[src/rtl/hsi_mse_pkg.sv]
// Shared constants and types for the squared-difference accumulator block.
//   HM_DATA_WIDTH        : sample width
//   HM_DATA_WIDTH_MUL    : squared-difference (product) width
//   HM_DATA_WIDTH_ACC    : accumulator width
//   HM_VECTOR_LEN_WIDTH  : vector-length / counter width
//   HM_SQ_DF_ACC_STAGES  : pipeline depth of sq_df_acc
//   ST_*                 : controller state encodings
package hsi_mse_pkg;

  localparam int HM_DATA_WIDTH       = 16;
  localparam int HM_DATA_WIDTH_MUL   = 32;
  localparam int HM_DATA_WIDTH_ACC   = 40;
  localparam int HM_VECTOR_LEN_WIDTH = 8;
  localparam int HM_SQ_DF_ACC_STAGES = 3;
  localparam int HM_FLUSH_CNT_WIDTH  = 2;

  localparam logic [2:0] ST_IDLE  = 3'd0;
  localparam logic [2:0] ST_FEED  = 3'd1;
  localparam logic [2:0] ST_DRAIN = 3'd2;
  localparam logic [2:0] ST_DONE  = 3'd3;
  localparam logic [2:0] ST_FLUSH = 3'd4;

  typedef enum logic [2:0] {
    SQ_IDLE  = ST_IDLE,
    SQ_FEED  = ST_FEED,
    SQ_DRAIN = ST_DRAIN,
    SQ_DONE  = ST_DONE,
    SQ_FLUSH = ST_FLUSH
  } sq_df_acc_ctrl_state_t;

endpackage

[src/rtl/sq_df_acc_ctrl_if.sv]
// Job/sample/result bundle of sq_df_acc_ctrl.
//   master : job issuer (drives start, samples, result_ready, abort)
//   slave  : controller (drives in_ready, result, result_valid, busy)
interface sq_df_acc_ctrl_if #(
  parameter int DATA_WIDTH     = hsi_mse_pkg::HM_DATA_WIDTH,
  parameter int DATA_WIDTH_ACC = hsi_mse_pkg::HM_DATA_WIDTH_ACC,
  parameter int LEN_WIDTH      = hsi_mse_pkg::HM_VECTOR_LEN_WIDTH
);
  logic                      start;
  logic [LEN_WIDTH-1:0]      vector_length;
  logic [DATA_WIDTH_ACC-1:0] init_acc;
  logic                      abort;
  logic                      in_valid;
  logic                      in_ready;
  logic [DATA_WIDTH-1:0]     in_v1;
  logic [DATA_WIDTH-1:0]     in_v2;
  logic                      result_valid;
  logic                      result_ready;
  logic [DATA_WIDTH_ACC-1:0] result;
  logic                      busy;

  modport master (
    output start, vector_length, init_acc, abort, in_valid, in_v1, in_v2, result_ready,
    input  in_ready, result_valid, result, busy
  );

  modport slave (
    input  start, vector_length, init_acc, abort, in_valid, in_v1, in_v2, result_ready,
    output in_ready, result_valid, result, busy
  );
endinterface

[src/rtl/sq_df_acc_ctrl_sq_df_acc.sv]
// sq_df_acc: 3-stage squared-difference accumulator.
//   stage 1: |v1 - v2|, stage 2: square, stage 3: accumulate (or seed+square).
//   Ports: clk, rst_n, data_in_valid, v1, v2, initial_acc_en, initial_acc,
//          data_out_valid, data_out (running accumulator).
module sq_df_acc
  import hsi_mse_pkg::*;
#(
  parameter int DATA_WIDTH     = HM_DATA_WIDTH,
  parameter int DATA_WIDTH_MUL = HM_DATA_WIDTH_MUL,
  parameter int DATA_WIDTH_ACC = HM_DATA_WIDTH_ACC
) (
  input  logic                      clk,
  input  logic                      rst_n,
  input  logic                      data_in_valid,
  input  logic [DATA_WIDTH-1:0]     v1,
  input  logic [DATA_WIDTH-1:0]     v2,
  input  logic                      initial_acc_en,
  input  logic [DATA_WIDTH_ACC-1:0] initial_acc,
  output logic                      data_out_valid,
  output logic [DATA_WIDTH_ACC-1:0] data_out
);
  logic                      s1_valid_q, s1_valid_d;
  logic [DATA_WIDTH-1:0]     s1_diff_q, s1_diff_d;
  logic                      s1_init_en_q, s1_init_en_d;
  logic [DATA_WIDTH_ACC-1:0] s1_init_q, s1_init_d;
  logic                      s2_valid_q, s2_valid_d;
  logic [DATA_WIDTH_MUL-1:0] s2_sq_q, s2_sq_d;
  logic                      s2_init_en_q, s2_init_en_d;
  logic [DATA_WIDTH_ACC-1:0] s2_init_q, s2_init_d;
  logic                      s3_valid_q, s3_valid_d;
  logic [DATA_WIDTH_ACC-1:0] acc_q, acc_d;

  // Next-state for all three pipeline stages; the seed travels with its sample.
  always_comb begin
    s1_valid_d   = data_in_valid;
    s1_init_en_d = initial_acc_en;
    s1_init_d    = initial_acc;
    // Absolute difference keeps the square unsigned.
    if (v1 >= v2) begin
      s1_diff_d = v1 - v2;
    end else begin
      s1_diff_d = v2 - v1;
    end
    s2_valid_d   = s1_valid_q;
    s2_init_en_d = s1_init_en_q;
    s2_init_d    = s1_init_q;
    s2_sq_d      = DATA_WIDTH_MUL'(s1_diff_q) * DATA_WIDTH_MUL'(s1_diff_q);
    s3_valid_d   = s2_valid_q;
    if (s2_valid_q) begin
      // Wraps modulo 2^DATA_WIDTH_ACC by design.
      if (s2_init_en_q) begin
        acc_d = s2_init_q + DATA_WIDTH_ACC'(s2_sq_q);
      end else begin
        acc_d = acc_q + DATA_WIDTH_ACC'(s2_sq_q);
      end
    end else begin
      acc_d = acc_q;
    end
  end

  // Pipeline registers.
  always_ff @(posedge clk or negedge rst_n) begin
    if (!rst_n) begin
      s1_valid_q   <= 1'b0;
      s1_diff_q    <= '0;
      s1_init_en_q <= 1'b0;
      s1_init_q    <= '0;
      s2_valid_q   <= 1'b0;
      s2_sq_q      <= '0;
      s2_init_en_q <= 1'b0;
      s2_init_q    <= '0;
      s3_valid_q   <= 1'b0;
      acc_q        <= '0;
    end else begin
      s1_valid_q   <= s1_valid_d;
      s1_diff_q    <= s1_diff_d;
      s1_init_en_q <= s1_init_en_d;
      s1_init_q    <= s1_init_d;
      s2_valid_q   <= s2_valid_d;
      s2_sq_q      <= s2_sq_d;
      s2_init_en_q <= s2_init_en_d;
      s2_init_q    <= s2_init_d;
      s3_valid_q   <= s3_valid_d;
      acc_q        <= acc_d;
    end
  end

  assign data_out_valid = s3_valid_q;
  assign data_out       = acc_q;
endmodule

[src/rtl/sq_df_acc_ctrl.sv]
// sq_df_acc_ctrl: job controller around one sq_df_acc pipeline.
// Accepts a job (length, seed), streams sample pairs into the pipeline,
// counts pipeline outputs, and presents the final accumulator as result.
//   clk, rst_n : clock, async active-low reset
//   bus        : job/sample/result bundle (slave side)
// All bus outputs are registered.
module sq_df_acc_ctrl
  import hsi_mse_pkg::*;
#(
  parameter int DATA_WIDTH     = HM_DATA_WIDTH,
  parameter int DATA_WIDTH_MUL = HM_DATA_WIDTH_MUL,
  parameter int DATA_WIDTH_ACC = HM_DATA_WIDTH_ACC,
  parameter int LEN_WIDTH      = HM_VECTOR_LEN_WIDTH
) (
  input  logic            clk,
  input  logic            rst_n,
  sq_df_acc_ctrl_if.slave bus
);
  localparam logic [HM_FLUSH_CNT_WIDTH-1:0] FLUSH_LAST =
    HM_FLUSH_CNT_WIDTH'(HM_SQ_DF_ACC_STAGES - 1);

  logic [2:0]                    state_q, state_d;
  logic [LEN_WIDTH-1:0]          len_q, len_d;
  logic [DATA_WIDTH_ACC-1:0]     init_q, init_d;
  logic [LEN_WIDTH-1:0]          in_cnt_q, in_cnt_d;
  logic [LEN_WIDTH-1:0]          out_cnt_q, out_cnt_d;
  logic [HM_FLUSH_CNT_WIDTH-1:0] flush_cnt_q, flush_cnt_d;
  logic [DATA_WIDTH_ACC-1:0]     result_q, result_d;
  logic                          in_ready_q, in_ready_d;
  logic                          busy_q, busy_d;
  logic                          result_valid_q, result_valid_d;

  logic                          transfer_s;
  logic                          dp_init_en_s;
  logic                          dp_out_valid_s;
  logic [DATA_WIDTH_ACC-1:0]     dp_data_out_s;
  logic                          last_in_s;
  logic                          last_out_s;

  sq_df_acc #(
    .DATA_WIDTH     (DATA_WIDTH),
    .DATA_WIDTH_MUL (DATA_WIDTH_MUL),
    .DATA_WIDTH_ACC (DATA_WIDTH_ACC)
  ) u_sq_df_acc (
    .clk            (clk),
    .rst_n          (rst_n),
    .data_in_valid  (transfer_s),
    .v1             (bus.in_v1),
    .v2             (bus.in_v2),
    .initial_acc_en (dp_init_en_s),
    .initial_acc    (init_q),
    .data_out_valid (dp_out_valid_s),
    .data_out       (dp_data_out_s)
  );

  // FSM, counters, result capture and registered-output next values.
  always_comb begin
    state_d     = state_q;
    len_d       = len_q;
    init_d      = init_q;
    in_cnt_d    = in_cnt_q;
    out_cnt_d   = out_cnt_q;
    flush_cnt_d = flush_cnt_q;
    result_d    = result_q;

    // in_ready_q is high exactly in FEED, so this is the FEED handshake.
    transfer_s   = in_ready_q & bus.in_valid;
    dp_init_en_s = transfer_s & (in_cnt_q == '0);
    last_in_s    = (in_cnt_q == (len_q - LEN_WIDTH'(1'b1)));
    last_out_s   = (out_cnt_q == (len_q - LEN_WIDTH'(1'b1)));

    case (state_q)
      ST_IDLE: begin
        // abort beats start; zero-length jobs are ignored.
        if (bus.start && !bus.abort && (bus.vector_length != '0)) begin
          state_d   = ST_FEED;
          len_d     = bus.vector_length;
          init_d    = bus.init_acc;
          in_cnt_d  = '0;
          out_cnt_d = '0;
        end else begin
          state_d = ST_IDLE;
        end
      end
      ST_FEED, ST_DRAIN: begin
        if (bus.abort) begin
          state_d     = ST_FLUSH;
          in_cnt_d    = '0;
          out_cnt_d   = '0;
          flush_cnt_d = '0;
        end else begin
          if (transfer_s) begin
            in_cnt_d = in_cnt_q + LEN_WIDTH'(1'b1);
            if (last_in_s) begin
              state_d = ST_DRAIN;
            end else begin
              state_d = state_q;
            end
          end else begin
            in_cnt_d = in_cnt_q;
          end
          // Final pipeline pulse can only follow the last transfer, so it
          // never collides with the FEED->DRAIN move above.
          if (dp_out_valid_s) begin
            if (last_out_s) begin
              result_d  = dp_data_out_s;
              state_d   = ST_DONE;
              out_cnt_d = '0;
            end else begin
              out_cnt_d = out_cnt_q + LEN_WIDTH'(1'b1);
            end
          end else begin
            out_cnt_d = out_cnt_q;
          end
        end
      end
      ST_DONE: begin
        if (bus.abort || bus.result_ready) begin
          state_d = ST_IDLE;
        end else begin
          state_d = ST_DONE;
        end
      end
      ST_FLUSH: begin
        // Lets every in-flight sample leave the pipeline unobserved.
        if (flush_cnt_q == FLUSH_LAST) begin
          state_d     = ST_IDLE;
          flush_cnt_d = '0;
        end else begin
          flush_cnt_d = flush_cnt_q + HM_FLUSH_CNT_WIDTH'(1'b1);
        end
      end
      default: begin
        state_d = ST_IDLE;
      end
    endcase

    in_ready_d     = (state_d == ST_FEED);
    busy_d         = (state_d != ST_IDLE);
    result_valid_d = (state_d == ST_DONE);
  end

  // Controller state and registered outputs.
  always_ff @(posedge clk or negedge rst_n) begin
    if (!rst_n) begin
      state_q        <= ST_IDLE;
      len_q          <= '0;
      init_q         <= '0;
      in_cnt_q       <= '0;
      out_cnt_q      <= '0;
      flush_cnt_q    <= '0;
      result_q       <= '0;
      in_ready_q     <= 1'b0;
      busy_q         <= 1'b0;
      result_valid_q <= 1'b0;
    end else begin
      state_q        <= state_d;
      len_q          <= len_d;
      init_q         <= init_d;
      in_cnt_q       <= in_cnt_d;
      out_cnt_q      <= out_cnt_d;
      flush_cnt_q    <= flush_cnt_d;
      result_q       <= result_d;
      in_ready_q     <= in_ready_d;
      busy_q         <= busy_d;
      result_valid_q <= result_valid_d;
    end
  end

  assign bus.in_ready     = in_ready_q;
  assign bus.busy         = busy_q;
  assign bus.result_valid = result_valid_q;
  assign bus.result       = result_q;
endmodule

[src/flat_wrapper.sv]
// flat-port wrapper written by rule: the top's interface ports become plain ports
module sq_df_acc_ctrl_flat import hsi_mse_pkg::*;
#(
  parameter int DATA_WIDTH     = HM_DATA_WIDTH,
  parameter int DATA_WIDTH_MUL = HM_DATA_WIDTH_MUL,
  parameter int DATA_WIDTH_ACC = HM_DATA_WIDTH_ACC,
  parameter int LEN_WIDTH      = HM_VECTOR_LEN_WIDTH
)
  (clk, rst_n, bus_start, bus_vector_length, bus_init_acc, bus_abort, bus_in_valid, bus_in_v1, bus_in_v2, bus_result_ready, bus_in_ready, bus_result_valid, bus_result, bus_busy);
  sq_df_acc_ctrl_if #(.DATA_WIDTH(DATA_WIDTH), .DATA_WIDTH_ACC(DATA_WIDTH_ACC), .LEN_WIDTH(LEN_WIDTH)) bus_i ();
  input  logic clk;
  input  logic rst_n;
  input wire logic [$bits(bus_i.start)-1:0] bus_start;
  input wire logic [$bits(bus_i.vector_length)-1:0] bus_vector_length;
  input wire logic [$bits(bus_i.init_acc)-1:0] bus_init_acc;
  input wire logic [$bits(bus_i.abort)-1:0] bus_abort;
  input wire logic [$bits(bus_i.in_valid)-1:0] bus_in_valid;
  input wire logic [$bits(bus_i.in_v1)-1:0] bus_in_v1;
  input wire logic [$bits(bus_i.in_v2)-1:0] bus_in_v2;
  input wire logic [$bits(bus_i.result_ready)-1:0] bus_result_ready;
  output wire logic [$bits(bus_i.in_ready)-1:0] bus_in_ready;
  output wire logic [$bits(bus_i.result_valid)-1:0] bus_result_valid;
  output wire logic [$bits(bus_i.result)-1:0] bus_result;
  output wire logic [$bits(bus_i.busy)-1:0] bus_busy;
  assign bus_i.start = bus_start;
  assign bus_i.vector_length = bus_vector_length;
  assign bus_i.init_acc = bus_init_acc;
  assign bus_i.abort = bus_abort;
  assign bus_i.in_valid = bus_in_valid;
  assign bus_i.in_v1 = bus_in_v1;
  assign bus_i.in_v2 = bus_in_v2;
  assign bus_i.result_ready = bus_result_ready;
  assign bus_in_ready = bus_i.in_ready;
  assign bus_result_valid = bus_i.result_valid;
  assign bus_result = bus_i.result;
  assign bus_busy = bus_i.busy;
  sq_df_acc_ctrl #(.DATA_WIDTH(DATA_WIDTH), .DATA_WIDTH_MUL(DATA_WIDTH_MUL), .DATA_WIDTH_ACC(DATA_WIDTH_ACC), .LEN_WIDTH(LEN_WIDTH)) u_core (.clk(clk), .rst_n(rst_n), .bus(bus_i));
endmodule
[config.mk]
export PLATFORM = sky130hd
export DESIGN_NAME = sq_df_acc_ctrl_flat
export DESIGN_NICKNAME = d
export VERILOG_FILES = /design/src/rtl/hsi_mse_pkg.sv /design/src/rtl/sq_df_acc_ctrl_if.sv /design/src/rtl/sq_df_acc_ctrl_sq_df_acc.sv /design/src/rtl/sq_df_acc_ctrl.sv /design/src/flat_wrapper.sv
export SDC_FILE = /design/constraint.sdc
export NUM_CORES = 1
export LEC_CHECK = 0
export ABC_AREA = 1
export BUFFER_PORTS_ARGS = -buffer_cell sky130_fd_sc_hd__buf_4
export CORE_MARGIN = 1
export CORE_UTILIZATION = 57
export DETAILED_ROUTE_END_ITERATION = 7
export PLACE_DENSITY = 0.82
export SLEW_MARGIN = 20
export SYNTH_ARGS = -nofsm -noshare
export SYNTH_HDL_FRONTEND = slang
export SYNTH_SLANG_ARGS = --single-unit
[constraint.sdc]
create_clock -name clk -period 5 [get_ports clk]
set_input_delay 1 -clock clk [delete_from_list [all_inputs] [get_ports clk]]
set_output_delay 1 -clock clk [all_outputs]
set_load 0.03 [all_outputs]
Yosys cells after proc, flatten, opt, wreduce, memory -nomap -nowiden. Index checks and enable logic that the tools add are counted. W data, S select, Z words.

$lt $le $gt $ge: 1. Bitwise logic cells: 3. Shifts and indexed selects: 0. Multiply operators: 1. Equality and inequality tests: 13. Reductions and logical operators: 16. Muxes and demuxes: 22. Add/subtract/negate cells: 8. Divide/modulo/power cells: 0.

Operators by type and width (number): $add A40 B32 Y40 (2); $mux W8 (6); $mux W40 (1); $mul A16 B16 Y32 (1); $pmux W8 S2 (2); $sub A16 B16 Y16 (2); $mux W3 (6); $add A8 B1 Y8 const B (2); $eq A8 B8 Y1 (2); $ge A16 B16 Y1 (1); $mux W16 (1); $pmux W3 S4 (1); $eq A3 B2 Y1 const B (3); $logic_not A8 Y1 (1); $reduce_bool A8 Y1 (1); $sub A8 B1 Y8 const B (1); $eq A3 B1 Y1 const B (2); $mux W2 (3); $ne A3 B3 Y1 const B (2); $reduce_and A3 Y1 (2); $pmux W2 S2 (1); $reduce_and A2 Y1 (2); $reduce_and A4 Y1 (1); $reduce_bool A2 Y1 (2); 14 further kinds (16).

Input port bits: 86. Logic and storage cells: 84. Output and inout port bits: 43. Memories kept: 0. Bits in registers: 285. Bits in latches: 0. Memory bits (writable): 0. Bits in read-only memories: 0.

Logic depth before layout (Yosys ltp). Gate-level depths: netlist (run 1).

Depth after elaboration: 9. Mapped depth: 27. Depth with buffers taken out: 25.

Modules after synthesis. A second synthesis (run 1) with hierarchy kept.

Cells, all modules: 2895. Area, all modules: 22795.6 um2.

Modules (own cells, without submodules): sq_df_acc (cells each 2271, seq. area each 4304.1 um2, instances 1, area each 17481.8 um2); sq_df_acc_ctrl (cells each 624, seq. area each 2802.7 um2, instances 1, area each 5313.8 um2).

Worst setup path before layout (run 1). OpenSTA, ideal clock, no wires.

Path type: reg-to-reg. From: register u_core.u_sq_df_acc.s1_diff_q[12]. To: register u_core.u_sq_df_acc.s2_sq_q[27]. Arrival: 5.303 ns. Buffers on the path: 2. Slack: -0.426 ns. Setup time: 0.123 ns. Cell stages (with the launch flop): 22. Cell sequence: dfrtp_1 -> clkbuf_1 -> clkbuf_1 -> nand2_1 -> fa_1 -> inv_1 -> fa_1 -> fa_1 -> fa_1 -> fa_1 -> inv_1 -> fa_1 -> inv_1 -> ha_1 -> nand2_1 -> inv_1 -> nand3_1 -> nor3_1 -> nand4_1 -> nand3_1 -> a21oi_1 -> xnor2_1.

Longest elaborated chain between the ends: 1.

RTL lines: start, declared (line sq_df_acc_ctrl_sq_df_acc.sv:23) `logic [DATA_WIDTH-1:0] s1_diff_q, s1_diff_d;`; start signal, assigned (line sq_df_acc_ctrl_sq_df_acc.sv:76) `s1_diff_q <= s1_diff_d;`; $mul A16 B16 Y32 (line sq_df_acc_ctrl_sq_df_acc.sv:47) `s2_sq_d = DATA_WIDTH_MUL'(s1_diff_q) * DATA_WIDTH_MUL'(s1_diff_q);`; named net u_core.u_sq_df_acc.s2_sq_d[27] (line sq_df_acc_ctrl_sq_df_acc.sv:27) `logic [DATA_WIDTH_MUL-1:0] s2_sq_q, s2_sq_d;`; end signal, assigned (line sq_df_acc_ctrl_sq_df_acc.sv:80) `s2_sq_q <= s2_sq_d;`; end, declared (line sq_df_acc_ctrl_sq_df_acc.sv:27).

The timed path passes the listed nets, and every way through them passes these cells. A chain may end at the register's enable or synchronous reset.

Worst setup path in the final report (run 1).
From: register u_core.u_sq_df_acc.s1_diff_q[5]. To: register u_core.u_sq_df_acc.s2_sq_q[24].

Same word-level chain as after synthesis.

==> results.toml, run 1 <==
[synth]
synthTopCellsByArea = "dfrtp_1 32%, fa_1 15%, nand2_1 14%"
syn_inst = 2763
ys.flop_type = "dfrtp_1"
avgSynthCellArea_um2 = 7.919
ys_seq_area_frac = 0.3248
synth_area_mm2 = 0.02188
ys_types = 45
ys_warn_count = 0
synth.most_common_cell = "nand2_1"
ys_ff_latch = 284
yosysTopAreaCell = "dfrtp_1"
synth-edff-count = 0
synth.top_cell.area_share = 0.3248
synth-async-reset-ratio = 1.000
syn_nets = 3178
synthTopCellsByCount = "790 x nand2_1, 522 x inv_1, 284 x dfrtp_1, 166 x fa_1, 166 x o21ai_0"

[floorplanning]
io-pin-count = 129
dieArea_mm2 = 0.03917
start_util = 0.5796
die_x_um = 197.9
core_area_mm2 = 0.03776
num_rows = 71
die_h_um = 197.9

[sta]
slew_headroom = 0.3174
tightest_slew_ns = 1.024
final.period_utilization = 1.049
finalSetupViolations = 21
setup_ws_ns = -0.2456
drv_slew = 0
fmax_ghz = 0.1906
fin_worst_skew_ns = 0.01634
hold_viol = 0
whs_ns = 0.3478
grt_setup_unrepaired = "yes"
period_needed_ns = 5.246

[worst_setup_path]
critical_path_class = "flop to flop"
crit_arrival_ns = 5.73
required_ns = 5.48
r2r_cells = 26
r2r_setup_slack_ns = -0.25
endpoint_kind = "flop"
worstSetupStartpointType = "flop"
worstPathMaxFanout = 7

[layout]
drive_gt1_frac = 0.1690
n_antenna_cell = 0
area_growth_pct = 20.37
layout.nets = 3424

[grt]
antenna_found_initial = 1
grt_pass1_vias = 19150
grt_pass1_wl_mm = 93.06
grt-ovfl-total = 0
grt_usage = 0.3005
grt_max_degree = 123

[placement]
portBuffers = 128
gp_congestion = 0.9815
hpwl_mm = 43.80

[drt]
dr.first_iter.drc_count = 1142
detail_route.first_pass.iterations = 5
wl_per_cell_um = 16.09
drc_errors = 0
viasPerCell = 5.272
ant_nets = 0
dr_total_vias = 18670
wl_mm = 56.97

[clocking]
cts_made_buffers = 28
cts_tree = "built"
clock-sinks = 284
clk_latency_ns = 0.57
cts_root_buf = "clkbuf_16"
cts_hold_buffers = 0
cts_htree_levels = 1
clkSlewWorstSetupHoldPaths_ns = 0.07
cts.path.max_buffers = 3

[outcome]
status = "finished with violations"
violations = "negative setup slack"

[job]
maxCapViolCount = 0

[min_path]
hold_depth = 0
min_path_type = "flop to flop"
routing by layer:
layer / GRT usage / part of all wire / up-vias
met3: 0.04667 / 0.065 / 134
met4: 0.1031 / 0.037 / 0
li1: - / - / 8975
met5: 0 / 0 / -
met2: 0.5116 / 0.48 / 590
met1: 0.3902 / 0.42 / 8968
repair_timing:
item                                    CTS  global route
endpoints found under the setup margin   21            23
setup buffers                            26            13
pin swaps                                51            64
gates resized for setup                  99            75
registers in the layout (all words and copies together) (netlist names), 8 cells and up:
register / cells
u_core.u_sq_df_acc.s1_diff_q: 16
u_core.u_sq_df_acc.s2_init_q: 40
u_core.in_cnt_q: 8
u_core.len_q: 8
u_core.init_q: 40
u_core.u_sq_df_acc.data_out: 40
u_core.u_sq_df_acc.s1_init_q: 40
u_core.out_cnt_q: 8
u_core.bus.result: 40
u_core.u_sq_df_acc.s2_sq_q: 31
layout make-up:
class,instances,area [um^2]
Multi-Input combinational cell,1875,13220
Fill cell,2960,11420
Sequential cell,284,7124
Timing Repair Buffer,295,2382
Inverter,525,1974
Clock buffer,40,825.8
Tap cell,511,639.4
Clock inverter,11,173.9
critical path: stages, from the launching register on:
cell	delay [ns]
dfrtp_2	0.50
buf_12	0.17
buf_6	0.12
nand2_2	0.08
inv_1	0.06
fa_1	0.50
inv_1	0.05
fa_1	0.36
inv_1	0.07
ha_1	0.15
inv_1	0.06
fa_1	0.50
inv_1	0.06
fa_1	0.55
inv_1	0.06
fa_1	0.50
inv_1	0.07
ha_4	0.24
buf_4	0.15
nand2_4	0.09
inv_1	0.05
a21oi_2	0.21
nand2_1	0.10
nand2_2	0.07
nand3_2	0.10
a21oi_2	0.14
xnor2_1	0.13
per-stage QoR:
step / area [um^2] / utilization / worst slack [ns] / cells / setup TNS [ns]
CTS: 25930 / 0.6867 / -0.1815 / 3529 / -2.269
global route: 26340 / 0.6976 / -0.4508 / 3541 / -7.971
floorplan: 22200 / - / -0.04203 / 2763 / -0.1769
finish: 26340 / 0.6976 / -0.2456 / 3541 / -3.516
global placement: 24330 / 0.6444 / -0.3130 / 3452 / -3.821
detailed placement: 24330 / 0.6444 / -0.3796 / 3452 / -5.794
path summary, 6_finish.rpt:
kind / start / end
setup / recovery: u_core.u_sq_df_acc.s1_diff_q[5] / u_core.u_sq_df_acc.s2_sq_q[24]
hold / removal: u_core.u_sq_df_acc.s1_init_q[13] / u_core.u_sq_df_acc.s2_init_q[13]
setup reg to reg: u_core.u_sq_df_acc.s1_diff_q[5] / u_core.u_sq_df_acc.s2_sq_q[24]
hold reg to reg: u_core.u_sq_df_acc.s1_init_q[13] / u_core.u_sq_df_acc.s2_init_q[13]
max in group asynchronous: rst_n / u_core.u_sq_df_acc.data_out[25]
min in group asynchronous: rst_n / u_core.u_sq_df_acc.s2_init_q[5]
layout by cell type (no fill, tap or decap), drive strengths merged, types with 26 or more instances in the layout:
cell and n:
a21oi 110, buf 295, clkbuf 40, dfrtp 284
fa 166, ha 163, inv 525, nand2 791
nand3 107, nand4 26, nor2 150, o21ai 190
xnor2 28, xor2 52
cells by family (layout without fill, tap and decap cells):
kind of cell | count (synthesis) | after routing | synth area share
DFF | 284 | 284 | 0.3248
muxes | 2 | 2 | 0.0009149
xor gates and xnor gates | 80 | 80 | 0.03202
adders and majority gates | 329 | 329 | 0.2451
AOI/OAI and AO/OA | 343 | 343 | 0.08337
and+or+nand+nor | 1121 | 1121 | 0.2081
buffers and inverters | 604 | 871 | 0.1057
Power of run 1 is left out: the tool's default activity adds up to more than one toggle a clock period on the data nets, which glitch-free logic cannot reach.
==> run 2, diff against run 1 <==
--- a/config.mk
+++ b/config.mk
@@ -8,9 +8,9 @@
 export ABC_AREA = 1
 export BUFFER_PORTS_ARGS = -buffer_cell sky130_fd_sc_hd__buf_4
 export CORE_MARGIN = 1
-export CORE_UTILIZATION = 57
+export CORE_UTILIZATION = 55
 export DETAILED_ROUTE_END_ITERATION = 7
-export PLACE_DENSITY = 0.82
+export PLACE_DENSITY = 0.8
 export SLEW_MARGIN = 20
 export SYNTH_ARGS = -nofsm -noshare
 export SYNTH_HDL_FRONTEND = slang
==> run 2 against run 1 <==
  * The run still ends with negative setup slack left
  * Worst setup slack worse by 0.037 ns
  * Non-clock buffer count is 2 higher
  * Fmax is 0.71% lower
  * Clock skew is 0.0046 ns lower
  * Via count is 0.41% higher
==> results.toml, run 2 (synthesized netlist as in run 1, its figures left out) <==
[layout]
n_antenna_cell = 0
fill_cells = 3141
layout_commonest_cell = "nand2_1"
drive_gt1_frac = 0.1720
layout_common_cells = "755 x nand2_1, 494 x inv_1, 269 x dfrtp_1"
area_growth_pct = 20.67
layout.nets = 3426
post-route-cell-area_mm2 = 0.02640

[clocking]
cts_tree = "built"
cts_htree_levels = 1
clk_latency_ns = 0.57
cts_made_buffers = 28
clkSlewWorstSetupHoldPaths_ns = 0.06
clock-sinks = 284
cts_root_buf = "clkbuf_16"
cts.path.max_buffers = 3

[drt]
dr_total_vias = 18740
wl_mm = 57.94
ant_nets = 0
viasPerCell = 5.284
detail_route.first_pass.iterations = 5
wl_per_cell_um = 16.34
drc_errors = 0
dr.first_iter.drc_count = 1184

[sta]
finalSetupViolations = 20
fmax_ghz = 0.1893
setup_ws_ns = -0.2830
hold_viol = 0
final.period_utilization = 1.057
tightest_slew_ns = 1.007
fin_worst_skew_ns = 0.01171
period_needed_ns = 5.283
grt_setup_unrepaired = "yes"
setup-tns-final_ns = -3.453
drv_slew = 0
slew_headroom = 0.3285

[floorplanning]
core_area_mm2 = 0.03892
num_rows = 72
start_util = 0.5622
die_h_um = 201.5
dieArea_mm2 = 0.04059
io-pin-count = 129
die_x_um = 201.5

[grt]
grt_max_degree = 107
grt_pass1_wl_mm = 95.32
antenna_found_initial = 1
grt-ovfl-total = 0
grt_usage = 0.2920
grt_pass1_vias = 19640

[worst_setup_path]
timing.critical_path.buf_inv = 7
crit_slowest_cell = "fa_2"
required_ns = 5.47
worstSetupStartpointType = "flop"
r2r_setup_slack_ns = -0.28
critical_path_class = "flop to flop"
cp_cell_sequence = "buf_6 > buf_4 > nand2_1 > fa_1 > fa_1 > inv_1 > fa_2 > fa_2 > fa_1 > inv_1 > fa_1 > inv_1 > ha_4 > nand2_1 > nor2_1 > a21oi_4 > buf_4 > buf_6 > xnor2_1"
crit_arrival_ns = 5.76
worstPathMaxFanout = 6
crit_family = "adder cells"
endpoint_kind = "flop"
crit_top_cell = "fa_1"
slowest_delay_ns = 0.54

[outcome]
violations = "negative setup slack"
status = "finished with violations"

[placement]
place_area_mm2 = 0.02433
place_ws_ns = -0.4364
hpwl_mm = 44.41
portBuffers = 128
gp_congestion = 0.9602

[min_path]
min_path_type = "flop to flop"

[job]
maxCapViolCount = 0
-- run 2: timing repair --
item,4_1_cts,5_1_grt
setup buffers,28,14
endpoints found under the hold margin,0,0
hold buffers,0,0
pin swaps,66,57
endpoints found under the setup margin,21,22
resized for setup,129,69
-- run 2: final timing paths --
kind | from | endpoint | depth (start not counted)
max in group asynchronous | rst_n | u_core.init_q[0] | 2
hold reg to reg | u_core.u_sq_df_acc.s1_init_q[20] | u_core.u_sq_df_acc.s2_init_q[20] | 0
hold / removal | u_core.u_sq_df_acc.s1_init_q[20] | u_core.u_sq_df_acc.s2_init_q[20] | 0
setup / recovery | u_core.u_sq_df_acc.s1_diff_q[11] | u_core.u_sq_df_acc.s2_sq_q[14] | 19
min in group asynchronous | rst_n | u_core.u_sq_df_acc.s1_init_q[36] | 1
setup reg to reg | u_core.u_sq_df_acc.s1_diff_q[11] | u_core.u_sq_df_acc.s2_sq_q[14] | 19
-- run 2: cell type report --
type	count	area [um^2]	area share
multi-input cells	1875	13280	0.5030
clock buffers	39	822.0	0.03113
inverters	525	1976	0.07483
flip-flops and latches	284	7126	0.2699
clock inverters	9	181.4	0.006871
well taps	518	648.1	0.02455
repair buffers	297	2369	0.08971
-- run 2: per-stage QoR --
stage / util / hold WS, ns / instances
after floorplan: - / 0.3312 / 2763
after global placement: 0.6252 / 0.3317 / 3458
after detailed placement: 0.6252 / 0.3347 / 3458
after CTS: 0.6687 / 0.3470 / 3534
after global routing: 0.6784 / 0.3533 / 3547
final: 0.6784 / 0.3449 / 3547
-- run 2: per-layer routing --
metal / part of all wire / GRT usage / vias up
met2: 0.49 / 0.5026 / 584
met1: 0.42 / 0.3792 / 9022
met5: 0.00022 / 0 / -
met3: 0.062 / 0.04179 / 131
met4: 0.031 / 0.09497 / 2
li1: - / - / 9004
Power of run 2 is left out for the same reason.
==> run 3, diff against run 2 <==
--- a/config.mk
+++ b/config.mk
@@ -11,6 +11,7 @@
 export CORE_UTILIZATION = 55
 export DETAILED_ROUTE_END_ITERATION = 7
 export PLACE_DENSITY = 0.8
+export SETUP_SLACK_MARGIN = 0.2
 export SLEW_MARGIN = 20
 export SYNTH_ARGS = -nofsm -noshare
 export SYNTH_HDL_FRONTEND = slang
==> run 3 against run 2 <==
  * The flow still finishes with violations (negative setup slack)
  * Routed wire length is 2.5% lower
  * Clock skew is 0.021 ns higher
  * Count of clock-buffer cells in the layout is 4 lower
  * First-iteration DRC count is 9.1% higher
  * Die area stayed put
  * Critical path depth is 2 higher
  * Fmax is 1.2% higher
  * Register-to-register slack better by 0.06 ns
  * Critical path type unchanged
==> results.toml, run 3 (synthesized netlist as in run 1, its figures left out) <==
[outcome]
status = "finished with violations"
violations = "negative setup slack"

[drt]
detail_route.first_pass.iterations = 6
dr_total_vias = 18740
wl_mm = 56.50
viasPerCell = 5.264
wl_per_cell_um = 15.87
ant_nets = 0
dr.first_iter.drc_count = 1292
drc_errors = 0

[grt]
grt-ovfl-total = 0
grt_pass1_wl_mm = 93.46
antenna_found_initial = 2
grt_usage = 0.2855
grt_pass1_vias = 19280
grt_max_degree = 119

[job]
maxCapViolCount = 0

[sta]
hold_viol = 0
period_needed_ns = 5.223
finalSetupViolations = 20
whs_ns = 0.3379
tightest_slew_ns = 0.8878
slew_headroom = 0.4081
setup_ws_ns = -0.2227
fin_worst_skew_ns = 0.03293
final.period_utilization = 1.045
grt_setup_unrepaired = "yes"
drv_slew = 0
setup-tns-final_ns = -2.631
fmax_ghz = 0.1915

[layout]
n_antenna_cell = 0
layout_common_cells = "739 x nand2_1, 490 x inv_1, 268 x dfrtp_1"
drive_gt1_frac = 0.1831
fin_util = 0.6836
layout.nets = 3435
fin_cells = 3560
area_growth_pct = 21.59
layout_commonest_cell = "nand2_1"

[worst_setup_path]
required_ns = 5.45
worstSetupStartpointType = "flop"
crit_arrival_ns = 5.67
worstPathMaxFanout = 8
critical_path_class = "flop to flop"
critical_path.startpoint = "u_core.u_sq_df_acc.s1_diff_q[11]"
r2r_setup_slack_ns = -0.22
endpoint_kind = "flop"
r2r_start = "u_core.u_sq_df_acc.s1_diff_q[11]"

[placement]
gp_congestion = 0.9456
dp.cells = 3478
portBuffers = 128
hpwl_mm = 44.44

[floorplanning]
io-pin-count = 129
start_util = 0.5622
dieArea_mm2 = 0.04059
die_x_um = 201.5
die_h_um = 201.5
num_rows = 72
core_area_mm2 = 0.03892

[clocking]
cts.path.max_buffers = 3
clock-sinks = 284
cts_tree = "built"
cts_made_buffers = 29
clkSlewWorstSetupHoldPaths_ns = 0.07
cts_root_buf = "clkbuf_16"
cts_htree_levels = 1
clk_latency_ns = 0.59

[min_path]
min_path_type = "flop to flop"
hp-start = "u_core.u_sq_df_acc.s1_init_q[23]"
==> run 3: what timing repair did <==
item	4_1_cts	5_1_grt
gates cloned	0	0
gates resized for setup	117	80
hold buffers	0	0
buffers inserted	21	8
setup endpoints to repair	23	24
hold endpoints to repair	0	0
pin swaps	68	35
==> run 3: final cells by class <==
| cell class | count | area (um^2) |
|---|---|---|
| multi-input cells | 1875 | 13290 |
| fillers | 3108 | 12310 |
| flip-flops and latches | 284 | 7127 |
| repair buffers | 305 | 2482 |
| inverters | 525 | 1973 |
| clock buffers | 35 | 798.3 |
| well taps | 518 | 648.1 |
| clock inverters | 18 | 284.0 |
==> run 3: path summary, 6_finish.rpt <==
kind                       depth (start not counted)                          endpoint
min in group asynchronous                          1   u_core.u_sq_df_acc.s2_init_q[5]
min                                                0  u_core.u_sq_df_acc.s2_init_q[23]
max                                               21    u_core.u_sq_df_acc.s2_sq_q[24]
min reg2reg                                        0  u_core.u_sq_df_acc.s2_init_q[23]
max reg2reg                                       21    u_core.u_sq_df_acc.s2_sq_q[24]
max in group asynchronous                          2   u_core.u_sq_df_acc.data_out[24]
==> run 3: per-layer routing <==
metal,global-route usage,vias to the layer above,part of all wire
met5,0,-,0
met4,0.08090,0,0.026
met3,0.03563,103,0.054
met2,0.4867,535,0.48
met1,0.3831,9088,0.44
li1,-,9015,-
==> run 3: critical path, stage by stage (launching register included) <==
cell and delay (ns):
dfrtp_2 0.49, buf_6 0.16, nand2_2 0.06, inv_2 0.05
fa_1 0.51, inv_2 0.04, fa_1 0.54, inv_2 0.04
fa_2 0.54, fa_2 0.45, fa_1 0.49, inv_1 0.05
fa_1 0.48, inv_2 0.04, ha_4 0.33, nand2_4 0.08
inv_2 0.05, and3_4 0.19, nand4_1 0.15, nand3_2 0.14
a21oi_2 0.07, xnor2_1 0.12
==> run 3: metrics by stage <==
| stage | area (um^2) | setup WS, ns |
|---|---|---|
| detailed placement | 24570 | -0.3632 |
| CTS | 26240 | -0.1907 |
| finish | 26600 | -0.2227 |
| global route | 26600 | -0.4144 |
| floorplan | 22370 | -0.02459 |
| global placement | 24570 | -0.2839 |
Power of run 3 is left out for the same reason.
